==> config.mk <==
export PLATFORM = sky130hd
export DESIGN_NAME = pipe_exc_ctrl
export DESIGN_NICKNAME = d
export VERILOG_FILES = /design/src/rtl/pipe_exc_ctrl.sv
export SDC_FILE = /design/constraint.sdc
export NUM_CORES = 1
export LEC_CHECK = 0
export ABC_CLOCK_PERIOD_IN_PS = 1900
export CAP_MARGIN = 10
export CORE_MARGIN = 4
export CORE_UTILIZATION = 26
export CTS_CLUSTER_DIAMETER = 60
export CTS_CLUSTER_SIZE = 30
export DETAILED_ROUTE_END_ITERATION = 12
export PLACE_DENSITY = 0.79
export SYNTH_ARGS = -nofsm -noshare
export SYNTH_HDL_FRONTEND = slang
export SYNTH_SLANG_ARGS = --single-unit
==> constraint.sdc <==
create_clock -name i_clk -period 1.9 [get_ports i_clk]
set_input_delay 0.19 -clock i_clk [delete_from_list [all_inputs] [get_ports i_clk]]
set_output_delay 0.19 -clock i_clk [all_outputs]
set_load 0.01 [all_outputs]
==> src/rtl/pipe_exc_ctrl.sv <==
// pipe_exc_ctrl: pipeline stall/flush sequencer with MDU busy counter and
// exception/interrupt/eret arbitration.
//   Inputs : i_clk, i_reset (sync, active-low), i_hwint, i_sr_im, i_sr_ie, i_sr_exl,
//            i_exc_code_m, i_bd_m, i_pc_m, i_eret_m, i_epc, i_hazard_stall,
//            i_mdu_start_e, i_mdu_is_div_e, i_mdu_use_d
//   Outputs: o_stall, o_exc_flush, o_redirect, o_redirect_pc, o_epc_we, o_epc_val,
//            o_cause_exc, o_cause_bd, o_exl_clr (same-cycle, gated by reset),
//            o_mdu_busy (registered)
module pipe_exc_ctrl #(
    parameter logic [31:0] HANDLER_PC = 32'h0000_4180,
    parameter int unsigned MULT_CYC   = 5,
    parameter int unsigned DIV_CYC    = 10
) (
    input  logic        i_clk,
    input  logic        i_reset,
    input  logic [5:0]  i_hwint,
    input  logic [5:0]  i_sr_im,
    input  logic        i_sr_ie,
    input  logic        i_sr_exl,
    input  logic [4:0]  i_exc_code_m,
    input  logic        i_bd_m,
    input  logic [31:0] i_pc_m,
    input  logic        i_eret_m,
    input  logic [31:0] i_epc,
    input  logic        i_hazard_stall,
    input  logic        i_mdu_start_e,
    input  logic        i_mdu_is_div_e,
    input  logic        i_mdu_use_d,
    output logic        o_stall,
    output logic        o_exc_flush,
    output logic        o_redirect,
    output logic [31:0] o_redirect_pc,
    output logic        o_epc_we,
    output logic [31:0] o_epc_val,
    output logic [4:0]  o_cause_exc,
    output logic        o_cause_bd,
    output logic        o_exl_clr,
    output logic        o_mdu_busy
);

    localparam int unsigned CNT_W = 4;

    typedef enum logic [0:0] {
        S_RUN       = 1'b0,
        S_ERET_HOLD = 1'b1
    } state_t;

    state_t             r_state;
    state_t             w_state_nxt;
    logic [CNT_W-1:0]   r_cnt;
    logic [CNT_W-1:0]   w_cnt_nxt;
    logic               r_busy;
    logic               w_irq;
    logic               w_exc;
    logic               w_take;
    logic               w_eret_go;
    logic               w_flush;

    // Raw request qualification; EXL masks both interrupts and new exceptions.
    assign w_irq = (|(i_hwint & i_sr_im)) & i_sr_ie & ~i_sr_exl;
    assign w_exc = (i_exc_code_m != 5'd0) & ~i_sr_exl;

    // State register
    always_ff @(posedge i_clk) begin
        if (!i_reset) begin
            r_state <= S_RUN;
        end else begin
            r_state <= w_state_nxt;
        end
    end

    // Next state and entry decisions; ERET_HOLD blocks entry for one cycle while EXL clears.
    always_comb begin
        w_state_nxt = r_state;
        w_take      = 1'b0;
        w_eret_go   = 1'b0;
        case (r_state)
            S_RUN: begin
                w_take    = w_irq | w_exc;
                w_eret_go = i_eret_m & ~(w_irq | w_exc);
                if (w_eret_go) begin
                    w_state_nxt = S_ERET_HOLD;
                end
            end
            S_ERET_HOLD: begin
                w_state_nxt = S_RUN;
            end
            default: begin
                w_state_nxt = S_RUN;
            end
        endcase
        if (!i_reset) begin
            w_take      = 1'b0;
            w_eret_go   = 1'b0;
            w_state_nxt = S_RUN;
        end
    end

    assign w_flush = w_take | w_eret_go;

    // MDU busy counter: a flushed start is dropped, an in-flight count always runs out.
    always_comb begin
        w_cnt_nxt = r_cnt;
        if (!i_reset) begin
            w_cnt_nxt = '0;
        end else if (i_mdu_start_e && !w_flush) begin
            w_cnt_nxt = i_mdu_is_div_e ? CNT_W'(DIV_CYC) : CNT_W'(MULT_CYC);
        end else if (r_cnt != '0) begin
            w_cnt_nxt = r_cnt - CNT_W'(1);
        end
    end

    always_ff @(posedge i_clk) begin
        if (!i_reset) begin
            r_cnt  <= '0;
            r_busy <= 1'b0;
        end else begin
            r_cnt  <= w_cnt_nxt;
            r_busy <= (w_cnt_nxt != '0);
        end
    end

    // Flush always wins over stall so the handler fetch is never frozen.
    assign o_stall       = i_reset & ~w_flush &
                           (i_hazard_stall | (i_mdu_use_d & ((r_cnt != '0) | i_mdu_start_e)));
    assign o_exc_flush   = w_flush;
    assign o_redirect    = w_flush;
    assign o_redirect_pc = w_take ? HANDLER_PC : (w_eret_go ? i_epc : 32'd0);
    assign o_epc_we      = w_take;
    assign o_epc_val     = i_reset ? (i_bd_m ? (i_pc_m - 32'd4) : i_pc_m) : 32'd0;
    assign o_cause_exc   = (i_reset && !w_irq) ? i_exc_code_m : 5'd0;
    assign o_cause_bd    = i_reset & i_bd_m;
    assign o_exl_clr     = w_eret_go;
    assign o_mdu_busy    = r_busy;

endmodule
==> results.py, run 1 <==
metrics = {
    "finish": {
        "num_antenna_cells": 0,
        "final_util_pct": 78.00,
        "area_growth_pct": 185.2,
        "drive_gt1_share_pct": 52.14,
        "fillCellCount": 419,
        "nNetsFinal": 586,
    },
    "worst_hold_path": {
        "whs_endpoint": "r_state",
        "whs_path_depth": 4,
        "hp-start": "i_reset",
        "hold_path.class": "primary input to flip-flop",
    },
    "drt": {
        "drt_drc_violations_left": 0,
        "num_vias": 2878,
        "detail-route-antenna-nets": 0,
        "vias_per_cell": 5.112,
        "first_iter_violations": 70,
        "dr.pass1.iters": 5,
        "routed_wl_um": 9896,
        "wire_per_inst_um": 17.58,
    },
    "die": {
        "coreArea_mm2": 0.005608,
        "num_rows": 27,
        "die_area_mm2": 0.007193,
        "start_util_pct": 27.35,
        "fp.dieH_um": 84.81,
        "ios": 167,
        "die_w_um": 84.81,
    },
    "sta": {
        "hold_violations": 0,
        "min_period_ps": 2318,
        "finalClockSkew_ps": 1.607,
        "fin_tns_setup_ps": -4413,
        "tightest_slew_ps": 334.8,
        "slew_headroom_pct": 77.39,
        "whs_ps": 464.7,
        "layout_setup_ws_ps": -417.6,
        "setup_viol": 17,
        "period_share_pct": 122.0,
        "max_freq_mhz": 431.5,
        "drv_slew": 0,
        "rsz0062_at_grt": "yes",
    },
    "setup_path": {
        "r2r_start": "r_cnt[1]",
        "startpoint": "i_pc_m[11]",
        "reg2reg_slack_ps": 460,
        "crit_fanout": 4,
        "regToRegEndpoint": "o_mdu_busy",
        "critPathKind": "primary input to output port",
        "crit_arrival_ps": 2130,
        "critPathRequiredTime_ps": 1710,
        "startpoint_type": "primary input",
        "critPathCaptureType": "output port",
        "worstRegToRegCells": 7,
    },
    "synth": {
        "synthesis.area_mm2": 0.001534,
        "yosysTopAreaCell": "and2_1",
        "post_synth_and_or_nand_nor_area_fraction_pct": 51.63,
        "synth_top_family_by_area": "simple AND/OR/NAND/NOR gates",
        "synth_xor_area_share_pct": 6.281,
        "synth_mux_area_share_pct": 5.220,
        "synth_top_area_share_pct": 15.50,
        "yosys-top-cells-count": "38 x and2_1, 21 x nor2_1, 17 x nand2_1, 14 x a21oi_1, 12 x nand2b_1",
        "synth_cell_types": 47,
        "ys_warn_count": 0,
        "yosys.cell_count.top_type": "and2_1",
        "synth_edf_count": 0,
        "synth.net_count": 322,
        "syn_area_per_cell_um2": 6.699,
        "ys.flop_type": "dfxtp_1",
        "synth_fa_ha_area_share_pct": 1.631,
        "synth_compound_area_share_pct": 21.62,
        "ys_seq_area_share_pct": 7.830,
        "ys_top_cells_by_area": "and2_1 15%, dfxtp_1 7.8%, mux2i_1 5.2%",
        "synthCells": 229,
        "synth-seq-cells": 6,
        "synthArstFlopShare_pct": 0,
    },
    "status": {
        "failed_checks": "setup timing",
        "status": "finished with violations",
    },
    "global_routing": {
        "antenna_found_initial": 0,
        "busiest_layer": "met2",
        "grt_use_met1_pct": 23.32,
        "grt_overflow": 0,
        "grt.met2_usage_pct": 50.11,
        "grt_first_pass_wirelength_um": 14690,
        "grtUsageTotal_pct": 24.87,
        "met3_usage_pct": 5.534,
        "grt_pass1_vias": 3187,
        "grt_max_degree": 24,
    },
    "cts": {
        "h-tree-depth": 1,
        "cts_buffer_depth": 2,
        "path_clk_slew_ps": 40,
        "cts_made_buffers": 3,
        "root_buffer": "clkbuf_8",
        "cts_tree": "done",
        "cts_sinks": 6,
        "worstSkewPairLatency_ps": 220,
    },
    "power_and_ir_drop": {
        "ir_worst_vdd_mv": 0.2901,
        "power_density_mw_per_mm2": 325.2,
        "power_leakage_nw": 2.035,
        "p_total_mw": 1.422,
    },
    "placed_design": {
        "port_buffers": 166,
        "dp_hpwl_um": 6766,
        "routabilityCongestion": 0.8414,
        "dp_worst_setup_slack_ps": -1221,
    },
    "job": {
        "drv_cap": 0,
    },
}
## per-layer routing
layer  vias up  share of wire, %
li1       1366                 -
met1      1334                35
met2       146                54
met3        32               6.5
met4         0               4.0
met5         -                 0
## how the worst max path moves through the flow
stage          slack (ps)            end
4_1_cts              -400  o_epc_val[29]
6_report             -420  o_epc_val[25]
3_5_place_dp        -1220  o_epc_val[29]
2_1_floorplan        -140  o_epc_val[31]
5_1_grt              -440  o_epc_val[25]
3_3_place_gp        -1130  o_epc_val[31]
## cell families (layout without fill, tap and decap cells)
group           after synthesis  after routing
compound gates               47             47
simple gates                135            135
fa+ha+maj                     2              2
buf+inv                      20            282
mux                           8              8
flops                         6              6
xor+xnor                     11             11
## cells in the final DEF (no fill, tap or decap), types with 4 or more instances in the layout
cell             count
buf_4               81
o21ai_0              4
nor2_1              17
and2_4              10
dfxtp_1              5
a21oi_2              6
and2_1              28
dlygate4sd2_1       28
o311ai_4             4
clkdlybuf4s15_1     12
o41ai_2              4
or3_1                4
clkdlybuf4s50_1     51
nand2b_1            11
xor2_1               6
clkdlybuf4s15_2      4
xnor2_1              4
nor4_4               6
a21oi_1              6
clkbuf_2            14
o31ai_1              7
buf_2               39
inv_1                4
buf_6               38
mux2i_1              8
or4_4                8
nand2_1             17
## stage by stage
step	std cells	cell area, um^2
CTS	558	4280
global route	563	4374
global placement	523	3851
finish	563	4374
floorplan	229	1638
detailed placement	523	3851
## area by class of cell
| class | instances | area [um^2] | share of cell area, % |
|---|---|---|---|
| sequential | 6 | 121.4 | 2.775 |
| inverter | 7 | 31.28 | 0.7151 |
| clock buffer | 3 | 41.29 | 0.9439 |
| timing repair buffer | 272 | 2315 | 52.92 |
| multi-input combinational | 203 | 1775 | 40.59 |
| tap | 72 | 90.09 | 2.059 |
## state kept, by name, summed over array words and instances, names as in the netlist
register,cells
o_mdu_busy,1
r_cnt,4
r_state,1
## critical path, stage by stage
cell and delay, ps:
buf_6 90, or4_4 560, or4b_4 570, buf_12 170, o311ai_4 270, o41ai_2 130, buf_2 160
## report_power, final
part	switching (mW)	internal, mW	leakage [nW]
logic	0.440	0.584	1.96
registers	0.0330	0.168	0.0501
clock network	0.0609	0.137	0.0216
total	0.534	0.889	2.03
## timing repair
| item | CTS | global route |
|---|---|---|
| pin swaps | 43 | 18 |
| setup buffers | 29 | 8 |
| cloned | 4 | 1 |
| gates resized for setup | 385 | 67 |
| endpoints found under the setup margin | 72 | 52 |
| hold buffers | 0 | 0 |
| endpoints found under the hold margin | 0 | 0 |
No activity file was read; power rests on OpenSTA's default activity.
==> run 2: changes to the inputs <==
==> constraint.sdc (replaced) <==
create_clock -name i_clk -period 1.9 [get_ports i_clk]
set_input_delay 0.19 -clock i_clk [delete_from_list [all_inputs] [get_ports i_clk]]
set_output_delay 0.19 -clock i_clk [all_outputs]
set_load 0.005 [all_outputs]
==> run 2 against run 1 <==
Critical endpoint is now o_epc_val[27]. Clock power rose by 3%. Combinational power barely moved. Critical path type unchanged. Sequential share of layout area fell by 0.069 points. The flow still finishes with violations (setup timing).
==> results.py, run 2 (synthesis results as in run 1) <==
metrics = {
    "sta": {
        "hold_violations": 0,
        "period_share_pct": 122.5,
        "setup_viol": 19,
        "rsz0062_at_grt": "yes",
        "tightest_slew_ps": 335.4,
        "slew_headroom_pct": 77.55,
        "layout_setup_ws_ps": -427.8,
        "max_freq_mhz": 429.6,
        "min_period_ps": 2328,
        "finalClockSkew_ps": 1.481,
        "whs_ps": 465.3,
        "drv_slew": 0,
    },
    "finish": {
        "nNetsFinal": 606,
        "final_cell_mix": "92 x buf_4, 56 x clkdlybuf4s50_1, 45 x buf_6",
        "largest_reg_flops": 4,
        "multi_input_area_mm2": 0.001774,
        "area_growth_pct": 195.4,
        "seq_area_um2": 122.6,
        "fillCellCount": 352,
        "instances_no_fill": 584,
        "regMostFlops": "r_cnt",
        "final_common_cell": "buf_4",
        "drive_gt1_share_pct": 53.62,
    },
    "setup_path": {
        "startpoint": "i_pc_m[11]",
        "cp_slowest_stage_delay_ps": 560,
        "startpoint_type": "primary input",
        "cp.depth": 8,
        "regToRegEndpoint": "o_mdu_busy",
        "critPathKind": "primary input to output port",
        "cp_slowest_cell": "or4_4",
        "crit_fanout": 4,
        "critPathCaptureType": "output port",
        "worstRegToRegCells": 7,
        "r2r_start": "r_cnt[1]",
        "critPathRequiredTime_ps": 1710,
        "path_cells": "buf_6 -> or4_4 -> or4b_4 -> buf_6 -> buf_6 -> o311ai_4 -> o41ai_2 -> buf_2",
        "crit_arrival_ps": 2140,
        "cpLargestDelayFamily": "simple AND/OR/NAND/NOR gates",
        "critical_path_buf_inv_count": 4,
        "crit_path_end": "o_epc_val[27]",
        "cp_common_cell": "buf_6",
        "reg2reg_slack_ps": 410,
    },
    "die": {
        "die_w_um": 84.81,
        "ios": 167,
        "coreArea_mm2": 0.005608,
        "die_area_mm2": 0.007193,
        "num_rows": 27,
        "start_util_pct": 27.35,
        "fp.dieH_um": 84.81,
    },
    "global_routing": {
        "grtUsageTotal_pct": 27.13,
        "antenna_found_initial": 1,
        "grt_max_degree": 23,
        "grt_overflow": 0,
        "grt_pass1_vias": 3221,
        "grt_first_pass_wirelength_um": 15940,
    },
    "drt": {
        "wire_per_inst_um": 19.21,
        "dr.pass1.iters": 4,
        "route.met3.wl_um": 879,
        "drt_drc_violations_left": 0,
        "num_vias": 3047,
        "top_layer_used": "met4",
        "vias_per_cell": 5.217,
        "route.met2.wl_um": 5926,
        "routed_wl_um": 11220,
        "first_iter_violations": 154,
        "detail-route-antenna-nets": 0,
        "drt-met1-wl_um": 3852,
    },
    "status": {
        "failed_checks": "setup timing",
        "status": "finished with violations",
    },
    "power_and_ir_drop": {
        "power_leakage_nw": 2.188,
        "p_total_mw": 1.462,
        "power_frac_seq_pct": 14.2,
        "sw_frac_of_total_pct": 37.38,
        "p_int_mw": 0.9153,
        "p_clk_share_pct": 13.9,
        "ir_worst_vdd_mv": 0.2951,
        "combPwrFrac_pct": 71.9,
        "power_density_mw_per_mm2": 322.5,
        "p_sw_mw": 0.5464,
    },
    "cts": {
        "path_clk_slew_ps": 40,
        "cts_tree": "done",
        "cts_buffer_depth": 2,
        "worstSkewPairLatency_ps": 230,
        "h-tree-depth": 1,
        "cts_sinks": 6,
        "root_buffer": "clkbuf_8",
        "cts_made_buffers": 3,
    },
    "placed_design": {
        "routabilityCongestion": 0.8466,
        "port_buffers": 166,
        "dp_cells": 513,
        "dp_hpwl_um": 6912,
    },
    "worst_hold_path": {
        "hold_path.class": "primary input to flip-flop",
    },
    "job": {
        "drv_cap": 0,
    },
}
run 2: routing by layer:
| metal | track usage [%] | vias up |
|---|---|---|
| met5 | 0 | - |
| met3 | 7.282 | 52 |
| met2 | 51.32 | 181 |
| met4 | 12.52 | 0 |
| li1 | - | 1399 |
| met1 | 27.43 | 1415 |
run 2: through the flow:
| step | utilization, % | instance area [um^2] | setup TNS (ps) | setup WS, ps |
|---|---|---|---|---|
| 3_5_place_dp | 66.76 | 3744 | -47150 | -1106 |
| 2_1_floorplan | - | 1612 | -410.9 | -80.38 |
| 6_report | 80.81 | 4532 | -5089 | -427.8 |
| 5_1_grt | 80.81 | 4532 | -6294 | -469.6 |
| 4_1_cts | 77.44 | 4343 | -4713 | -412.9 |
| 3_3_place_gp | 66.76 | 3744 | -44570 | -1085 |
run 2: worst reg2reg max path: cells and delay by family (launching register included):
kind,cells,cell delay [ps]
flip-flops,1,350
buffers and inverters,2,200
adder cells (fa/ha/maj),1,190
AO/OA/AOI/OAI,2,370
AND/OR/NAND/NOR,2,260
run 2: how the worst min path moves through the flow:
stage,endpoint,cells after the start,from,slack (ps)
after global placement,o_mdu_busy,1,r_cnt[3],540
after floorplan,r_state,1,i_eret_m,360
after CTS,r_state,4,i_reset,560
after detailed placement,o_mdu_busy,1,r_cnt[3],590
final,r_state,4,i_reset,470
after global routing,r_state,4,i_reset,490
run 2: power groups by stage:
| stage | Clock [mW] | Sequential [mW] | Combinational, mW |
|---|---|---|---|
| floorplan | 0 | 0.200 | 0.350 |
| global placement | 0 | 0.197 | 0.894 |
| detailed placement | 0 | 0.202 | 0.923 |
| CTS | 0.206 | 0.205 | 0.968 |
| global route | 0.214 | 0.211 | 1.13 |
| finish | 0.204 | 0.207 | 1.05 |
run 2: layout make-up:
cell class | count | area share [%]
clock buffers | 3 | 0.9111
flip-flops and latches | 6 | 2.706
repair buffers | 291 | 54.45
well taps | 72 | 1.988
diodes | 1 | 0.05522
inverters | 7 | 0.7454
multi-input cells | 204 | 39.15
run 2: repair_timing:
action,4_1_cts,5_1_grt
gates cloned,5,1
resized for setup,346,102
hold buffers,0,0
pin swaps,40,36
endpoints found under the setup margin,74,62
buffers inserted,55,15
==> run 3: changes to the inputs <==
--- a/config.mk
+++ b/config.mk
@@ -5,14 +5,15 @@
 export SDC_FILE = /design/constraint.sdc
 export NUM_CORES = 1
 export LEC_CHECK = 0
+export ABC_AREA = 1
 export ABC_CLOCK_PERIOD_IN_PS = 1900
 export CAP_MARGIN = 10
 export CORE_MARGIN = 4
-export CORE_UTILIZATION = 26
+export CORE_UTILIZATION = 27
 export CTS_CLUSTER_DIAMETER = 60
 export CTS_CLUSTER_SIZE = 30
 export DETAILED_ROUTE_END_ITERATION = 12
-export PLACE_DENSITY = 0.79
+export PLACE_DENSITY = 0.78
 export SYNTH_ARGS = -nofsm -noshare
 export SYNTH_HDL_FRONTEND = slang
 export SYNTH_SLANG_ARGS = --single-unit
==> run 3 against run 2 <==
Register-to-register slack improved by 70 ps. Critical path depth rose by 2. Total power decreased by 16%. Clock power decreased by 7%. Critical path type unchanged. Final cell count rose by 14%. Critical endpoint is now o_redirect_pc[13]. Largest cell class unchanged. The run now ends clean. Via count rose by 2.5%. Setup slack better by 440 ps. Synthesized cell count is 47% higher. Utilization down 7.9 points. Highest routed layer unchanged.
==> results.py, run 3 <==
metrics = {
    "synth": {
        "synthArstFlopShare_pct": 0,
        "synth_cell_types": 30,
        "ys_seq_area_share_pct": 7.111,
        "synthesis.area_mm2": 0.001689,
        "ys.flop_type": "dfxtp_1",
        "yosys-top-cells-count": "83 x nor2_1, 76 x inv_1, 64 x nand2_1, 18 x a21oi_1, 13 x nand3_1",
        "syn_area_per_cell_um2": 5.012,
        "yosysTopAreaCell": "nor2_1",
        "synthCells": 337,
        "synth_top_area_share_pct": 18.44,
        "ys_warn_count": 0,
        "ys_top_cells_by_area": "nor2_1 18%, inv_1 17%, nand2_1 14%",
        "synth.net_count": 430,
        "synth-seq-cells": 6,
        "synth_edf_count": 0,
        "yosys.cell_count.top_type": "nor2_1",
    },
    "finish": {
        "largest_reg_flops": 4,
        "instances_no_fill": 664,
        "final_common_cell": "buf_4",
        "area_growth_pct": 158.5,
        "nNetsFinal": 684,
        "final_cell_mix": "78 x buf_4, 62 x inv_1, 58 x nand2_1",
        "num_antenna_cells": 0,
        "finalInstanceArea_mm2": 0.004367,
        "drive_gt1_share_pct": 40.24,
        "regMostFlops": "r_cnt",
    },
    "status": {
        "status": "completed",
    },
    "cts": {
        "cts_tree": "done",
        "cts_buffer_depth": 2,
        "path_clk_slew_ps": 30,
        "h-tree-depth": 1,
        "cts_sinks": 6,
        "worstSkewPairLatency_ps": 220,
        "root_buffer": "clkbuf_8",
        "cts_hold_buf": 0,
        "cts_made_buffers": 3,
    },
    "drt": {
        "drt_drc_violations_left": 0,
        "num_vias": 3123,
        "vias_per_cell": 4.703,
        "wire_per_inst_um": 14.45,
        "detail-route-antenna-nets": 0,
        "routed_wl_um": 9593,
        "first_iter_violations": 68,
        "dr.pass1.iters": 5,
    },
    "global_routing": {
        "grt_max_degree": 23,
        "grtUsageTotal_pct": 22.83,
        "grt_first_pass_wirelength_um": 13810,
        "antenna_found_initial": 0,
        "grt_overflow": 0,
        "grt_pass1_vias": 3131,
    },
    "power_and_ir_drop": {
        "p_int_mw": 0.7618,
        "power_frac_seq_pct": 13.7,
        "combPwrFrac_pct": 70.9,
        "p_sw_mw": 0.4671,
        "power_leakage_nw": 2.477,
        "p_clk_share_pct": 15.4,
        "ir_worst_vdd_mv": 0.2717,
        "power_density_mw_per_mm2": 281.4,
        "sw_frac_of_total_pct": 38.01,
    },
    "setup_path": {
        "crit_fanout": 8,
        "startpoint": "i_exc_code_m[3]",
        "critPathCaptureType": "output port",
        "startpoint_type": "primary input",
        "crit_arrival_ps": 1690,
        "r2r_start": "r_cnt[1]",
        "worstRegToRegCells": 8,
        "critPathRequiredTime_ps": 1710,
        "critPathKind": "primary input to output port",
        "crit_path_end": "o_redirect_pc[13]",
        "regToRegEndpoint": "o_mdu_busy",
        "reg2reg_slack_ps": 480,
    },
    "worst_hold_path": {
        "hold_path.class": "primary input to flip-flop",
    },
    "sta": {
        "setup_viol": 0,
        "drv_slew": 0,
        "tightest_slew_ps": 293.0,
        "max_freq_mhz": 530.7,
        "hold_violations": 0,
        "min_period_ps": 1884,
        "period_share_pct": 99.18,
        "slew_headroom_pct": 80.44,
        "finalClockSkew_ps": 0.9069,
        "whs_ps": 497.1,
        "layout_setup_ws_ps": 15.67,
    },
    "placed_design": {
        "port_buffers": 166,
        "dp_cells": 627,
        "dp_hpwl_um": 6934,
        "dp_worst_setup_slack_ps": -614.4,
        "routabilityCongestion": 0.8758,
        "detailed_place.area_mm2": 0.003847,
    },
    "die": {
        "die_w_um": 87.10,
        "start_util_pct": 28.20,
        "coreArea_mm2": 0.005991,
        "die_area_mm2": 0.007586,
        "num_rows": 28,
        "ios": 167,
        "fp.dieH_um": 87.10,
    },
    "job": {
        "drv_cap": 0,
    },
}
-- run 3: changes by cell type after synthesis, moves of 6 or more --
cell,delta
nand3_1,+12
nand2_1,+47
or3_1,-7
o21ai_0,+6
nor2_4,+6
o31ai_1,-7
nor2_1,+62
and2_1,-38
or4_1,-8
mux2i_1,-8
inv_1,+69
nand2b_1,-12
-- run 3: power by group through the flow --
stage	combinational (mW)	sequential (mW)	clock, mW
2_1_floorplan	0.286	0.164	0
3_3_place_gp	0.788	0.165	0
3_5_place_dp	0.810	0.167	0
4_1_cts	0.832	0.165	0.193
5_1_grt	0.946	0.172	0.208
6_report	0.871	0.169	0.189
-- run 3: critical path: stages --
cell and delay (ps):
clkdlybuf4s50_1 410, inv_2 60, nand2_1 40, o21bai_1 170, nand4_1 150, buf_6 180, buf_12 120, buf_16 140
nor2_1 90, buf_2 140
-- run 3: through the flow --
stage / util, % / total power, mW / TNS, ps
finish: 72.89 / 1.229 / 0
CTS: 68.96 / 1.189 / 0
floorplan: - / 0.4504 / 0
global placement: 64.22 / 0.9531 / -18990
global route: 72.89 / 1.327 / -59.53
detailed placement: 64.22 / 0.9767 / -20690
-- run 3: what timing repair did --
action | 4_1_cts | 5_1_grt
setup endpoints to repair | 72 | 60
gates cloned | 3 | 0
pin swaps | 41 | 43
gates resized for setup | 250 | 124
setup buffers | 25 | 8
-- run 3: worst min path at each step --
stage | startpoint | end | cells past startpoint
floorplan | i_reset | r_cnt[0] | 2
detailed placement | r_cnt[3] | r_cnt[2] | 4
CTS | r_cnt[3] | r_cnt[2] | 4
finish | i_reset | r_cnt[1] | 4
global route | i_reset | r_cnt[0] | 4
global placement | r_cnt[3] | r_cnt[2] | 4
-- run 3: area by class of cell --
class                      count  area, um^2
sequential                     6       121.4
fill                         462        1624
multi-input combinational    245        1536
clock buffer                   3       41.29
inverter                      78       310.3
timing repair buffer         257        2263
tap                           75       93.84
-- run 3: cell families after synthesis --
logic type	after synthesis	share of synthesized area, %
simple gates	195	54.22
buf+inv	86	19.56
compound gates	34	10.37
xor+xnor	14	7.259
flops	6	7.111
fa+ha+maj	2	1.481
-- run 3: per-layer routing --
layer	routed length (um)	vias up	GRT usage (%)	part of all wire, %
li1	-	1522	-	-
met1	3040	1427	19.85	32
met2	5368	142	47.55	56
met3	840	32	6.244	8.8
met4	343	0	9.205	3.6
met5	0	-	0	0
